[src/rtl/imem_loader.sv]
// Streams a length-prefixed program in 4-bit nibbles into instruction memory while holding the CPU in reset.
// Define IMEM_LOADER_CKSUM_EN to require a trailing XOR checksum word after the program.
module imem_loader #(
    parameter int ADDR_W    = 8,
    parameter int BASE_ADDR = 0
) (
    input  logic              Clk,
    input  logic              reset,
    input  logic              load_start,
    input  logic [3:0]        nib_in,
    input  logic              nib_valid,
    output logic              nib_ready,
    output logic              wr_en,
    output logic [ADDR_W-1:0] wr_addr,
    output logic [15:0]       wr_data,
    output logic              cpu_hold,
    output logic              done,
    output logic              err,
    output logic [15:0]       word_count
);

`ifdef IMEM_LOADER_CKSUM_EN
    typedef enum logic [2:0] {S_IDLE, S_LEN, S_DATA, S_CKSUM, S_DONE, S_ERR} state_t;
`else
    typedef enum logic [2:0] {S_IDLE, S_LEN, S_DATA, S_DONE, S_ERR} state_t;
`endif

    localparam logic [ADDR_W-1:0] BASE     = ADDR_W'(BASE_ADDR);
    localparam logic [32:0]       CAPACITY = 33'd1 << ADDR_W;

    state_t      state;
    logic [1:0]  nib_cnt;
    logic [15:0] len_q;
    logic [11:0] asm_q;
`ifdef IMEM_LOADER_CKSUM_EN
    logic [15:0] xor_q;
`endif

    logic        fire;
    logic        last_nib;
    logic [15:0] nib_word;
    logic [15:0] len_word;
    logic [15:0] count_next;

    // A length may equal the capacity exactly; only strictly larger values abort.
    function automatic logic len_overflow(input logic [15:0] n);
        return 33'(n) > CAPACITY;
    endfunction

    assign fire       = nib_valid & nib_ready;
    assign last_nib   = (nib_cnt == 2'd3);
    assign nib_word   = {asm_q, nib_in};
    assign len_word   = {len_q[11:0], nib_in};
    assign count_next = word_count + 16'd1;

    always_ff @(posedge Clk) begin
        if (reset) begin
            state      <= S_IDLE;
            nib_ready  <= 1'b0;
            wr_en      <= 1'b0;
            wr_addr    <= BASE;
            wr_data    <= 16'd0;
            cpu_hold   <= 1'b1;
            done       <= 1'b0;
            err        <= 1'b0;
            word_count <= 16'd0;
            nib_cnt    <= 2'd0;
            len_q      <= 16'd0;
        end else begin
            wr_en <= 1'b0;
            if (load_start && (state == S_IDLE || state == S_DONE || state == S_ERR)) begin
                state      <= S_LEN;
                nib_ready  <= 1'b1;
                cpu_hold   <= 1'b1;
                done       <= 1'b0;
                err        <= 1'b0;
                word_count <= 16'd0;
                nib_cnt    <= 2'd0;
`ifdef IMEM_LOADER_CKSUM_EN
                xor_q      <= 16'd0;
`endif
            end else begin
                if (fire) begin
                    nib_cnt <= nib_cnt + 2'd1;
                end
                case (state)
                    S_LEN: begin
                        if (fire) begin
                            len_q <= len_word;
                            if (last_nib) begin
                                if (len_overflow(len_word)) begin
                                    state     <= S_ERR;
                                    err       <= 1'b1;
                                    nib_ready <= 1'b0;
                                end else if (len_word == 16'd0) begin
`ifdef IMEM_LOADER_CKSUM_EN
                                    state     <= S_CKSUM;
`else
                                    state     <= S_DONE;
                                    done      <= 1'b1;
                                    cpu_hold  <= 1'b0;
                                    nib_ready <= 1'b0;
`endif
                                end else begin
                                    state <= S_DATA;
                                end
                            end
                        end
                    end
                    S_DATA: begin
                        if (fire) begin
                            asm_q <= nib_word[11:0];
                            // Word complete: present the write on the following cycle.
                            if (last_nib) begin
                                wr_en      <= 1'b1;
                                wr_data    <= nib_word;
                                wr_addr    <= BASE + ADDR_W'(word_count);
                                word_count <= count_next;
`ifdef IMEM_LOADER_CKSUM_EN
                                xor_q      <= xor_q ^ nib_word;
                                if (count_next == len_q) begin
                                    state <= S_CKSUM;
                                end
`else
                                if (count_next == len_q) begin
                                    state     <= S_DONE;
                                    done      <= 1'b1;
                                    cpu_hold  <= 1'b0;
                                    nib_ready <= 1'b0;
                                end
`endif
                            end
                        end
                    end
`ifdef IMEM_LOADER_CKSUM_EN
                    S_CKSUM: begin
                        if (fire) begin
                            asm_q <= nib_word[11:0];
                            if (last_nib) begin
                                nib_ready <= 1'b0;
                                if (nib_word == xor_q) begin
                                    state    <= S_DONE;
                                    done     <= 1'b1;
                                    cpu_hold <= 1'b0;
                                end else begin
                                    state <= S_ERR;
                                    err   <= 1'b1;
                                end
                            end
                        end
                    end
`endif
                    default: ;
                endcase
            end
        end
    end

endmodule
[config.mk]
export PLATFORM = sky130hd
export DESIGN_NAME = imem_loader
export DESIGN_NICKNAME = d
export VERILOG_FILES = /design/src/rtl/imem_loader.sv
export SDC_FILE = /design/constraint.sdc
export NUM_CORES = 1
export LEC_CHECK = 0
export ABC_AREA = 1
export ABC_CLOCK_PERIOD_IN_PS = 2100
export BUFFER_PORTS_ARGS = -buffer_cell sky130_fd_sc_hd__buf_2
export CAP_MARGIN = 20
export CORE_ASPECT_RATIO = 0.5
export CORE_MARGIN = 5
export CORE_UTILIZATION = 53
export CTS_BUF_LIST = sky130_fd_sc_hd__clkbuf_4 sky130_fd_sc_hd__clkbuf_8
export CTS_CLUSTER_DIAMETER = 30
export DETAILED_ROUTE_END_ITERATION = 7
export PLACE_DENSITY = 0.77
export SYNTH_ARGS = -nofsm -noshare
export SYNTH_HDL_FRONTEND = slang
export SYNTH_SLANG_ARGS = --single-unit
export TNS_END_PERCENT = 30
[constraint.sdc]
create_clock -name Clk -period 2.1 [get_ports Clk]
set_input_delay 0.315 -clock Clk [delete_from_list [all_inputs] [get_ports Clk]]
set_output_delay 0.315 -clock Clk [all_outputs]
set_load 0.01 [all_outputs]
==> flow_summary.yaml <==
sta:
  rsz0062_at_grt: "true"
  slew_headroom_pct: 42.5
  finalHoldViolations: 0
  fin_skew_ns: 0.00379
  worst_pin_slew_ns: 0.858
  finalCriticalPeriod_ns: 2.01
  tns_ns: 0
  slew_violations: 0
  max_freq_mhz: 497
  fin_crit_sh_pct: 95.7
  whs_ns: 0.171
  setup_viol: 0
  worst_slack_ns: 0.0897
worst_setup_path:
  r2r-end: "state[1]"
  criticalPathCategory: "reg2reg"
  crit_arrival_ns: 2.26
  startpoint_type: "flop"
  ff2ff_path_depth: 17
  cp_max_fo: 6
  worstPathRequired_ns: 2.35
  end_kind: "flop"
  reg2reg_from: "word_count[1]"
  worst-r2r-setup-slack_ns: 0.09
routing:
  drc: 0
  final_antenna_net_count: 0
  drtPass1Iterations: 6
  drtIter0Drc: 331
  avgRoutedWirePerCell_um: 14.0
  vias: 3371
  drt-total-wl_um: 9010
  vias_per_cell: 5.24
floorplanning:
  core_area_um2: 6650
  dieWidth_um: 127
  initial_core_util_pct: 54.1
  ios: 53
  row_count: 21
  die_h_um: 68.3
  dieArea_um2: 8630
global_route:
  grt_overflow: 0
  met2_usage_pct: 33.9
  grt_antenna_before_repair: 0
  grt_max_degree: 46
  globalRouteMet1Util_pct: 27.8
  grt_pass1_wl_um: 14700
  busiest_layer: "met2"
  grt_usage_pct: 21.7
  use_met3_pct: 7.33
  grt_pass1_vias: 3106
cts:
  cts.reportedPaths.clkPinSlew_ns: 0.08
  ctsHtreeMaxLevel: 3
  tritoncts: "done"
  clkSinkCount: 78
  clk_latency_ns: 0.35
  numCtsBuffers: 9
  root_buffer: "clkbuf_8"
  cts_buffer_depth: 2
layout:
  diodes: 0
  layout.nets: 556
  fillers: 558
  multi_input_area_um2: 1710
  drive_gt1_share_pct: 23.6
  final_area_um2: 4350
  regArea_um2: 1690
  syn2layout_area_growth_pct: 20.9
logic_synthesis:
  syn-num-nets: 490
  synthArstFlopShare_pct: 0
  ys_ff_latch: 78
  synth_warnings: 0
  synthesis.instances: 480
  synth.distinct_cells: 33
  synth_ff_type: "dfxtp_1"
  synth_edf_count: 12
  syn-cell-area_um2: 3600
  synth_area_per_cell_um2: 7.49
  ys_seq_area_share_pct: 46.7
pwr:
  powerDensity_nw_per_um2: 653
  power_mw: 2.84
  p_leak_nw: 1.99
  max-vdd-ir-drop_mv: 0.528
hold_path:
  whs_path_depth: 2
  worstHoldEndpoint: "nib_ready"
  hp-start: "reset"
  hp-class: "in2reg"
placement:
  portBuffers: 52
  gp_congestion: 0.867
  pre_cts_ws_ns: 0.115
  dp_hpwl_um: 6130
  post_dp_cell_area_um2: 4020
run_status:
  status: "finished, final reports clean"
flow_run:
  maxCapViolCount: 0
synth_stat cells (6+ instances only):
cell	instances	share of area [%]
a21oi_1	37	5.1
clkbuf_1	15	1.6
dfxtp_1	66	37
edfxtp_1	12	10
inv_1	53	5.5
nand2_1	85	8.9
nand2_2	9	1.6
nand3_1	33	4.6
nand4_1	8	1.4
nor2_1	67	7.0
nor2_4	6	1.9
o21ai_0	53	7.4
flip-flops by register name, summed over array words and instances, names as in the netlist:
signal	count
asm_q	12
cpu_hold	1
done	1
err	1
len_q	16
nib_cnt	2
nib_ready	1
state	3
word_count	16
wr_addr	8
wr_data	16
wr_en	1
repair_timing:
item	CTS	global route
buffers inserted	0	6
resized for setup	0	24
hold buffers	0	0
endpoints found under the hold margin	0	0
endpoints found under the setup margin	0	5
cell type report:
class	count	share of cell area, %
Timing Repair Buffer	71	9.81
Clock buffer	11	3.19
Inverter	56	4.83
Tap cell	92	2.65
Sequential cell	78	38.8
Multi-Input combinational cell	330	39.3
Clock inverter	5	1.35
metal layers:
layer / part of all wire [%] / vias up / wire length [um]
met5: 0 / - / 0
met4: 1.8 / 0 / 161
met3: 8.4 / 23 / 760
met2: 45 / 126 / 4040
met1: 45 / 1525 / 4040
li1: - / 1697 / -
power by group:
group | switching (mW) | internal (mW)
combinational | 0.105 | 0.0576
clock | 0.560 | 0.578
sequential | 0.0145 | 1.53
worst max path at each step:
stage                             start        to  slack, ns
after global routing      word_count[1]  cpu_hold      -0.07
after CTS                 word_count[0]  cpu_hold       0.06
after detailed placement  word_count[0]  cpu_hold       0.11
after global placement    word_count[0]  cpu_hold       0.14
after floorplan           word_count[0]  cpu_hold       0.14
final                     word_count[1]  state[1]       0.09
worst max-delay path, stage by stage, from the launching register on:
cell and delay [ns]:
dfxtp_2 0.37, ha_4 0.17, nand2_4 0.08, nor2_8 0.17, buf_6 0.13, nand3_1 0.07
nand2_1 0.10, nand2_1 0.07, nand2_1 0.06, nand2_1 0.04, nor2_1 0.09, nand2_1 0.09
nor2_2 0.10, nand2_2 0.09, nand2_4 0.09, nand2_1 0.05, nand2_1 0.07, a21oi_2 0.06
cells in the final DEF, fill, tap and decap left out, types with 6 or more instances in the layout:
cell type	instances
a21oi_1	37
buf_2	52
buf_4	15
clkbuf_8	9
dfxtp_1	60
dfxtp_2	6
edfxtp_1	12
inv_1	53
nand2_1	81
nand2_2	11
nand3_1	32
nand4_1	8
nor2_1	65
nor2_4	6
o21ai_0	53
kinds of logic after synthesis:
| group | after synthesis | synth area share, % |
|---|---|---|
| AND/OR/NAND/NOR | 223 | 28.6 |
| XOR/XNOR | 6 | 2.05 |
| buffers and inverters | 72 | 7.51 |
| AO/OA/AOI/OAI | 99 | 14.4 |
| flip-flops | 78 | 46.7 |
| adder cells (fa/ha/maj) | 2 | 0.696 |
through the flow:
stage               std cells  utilization (%)
finish                    643             65.4
global route              643             65.4
CTS                       637             63.4
detailed placement        621             60.4
global placement          621             60.4
floorplan                 480                -
No activity file was read; power rests on OpenSTA's default activity.
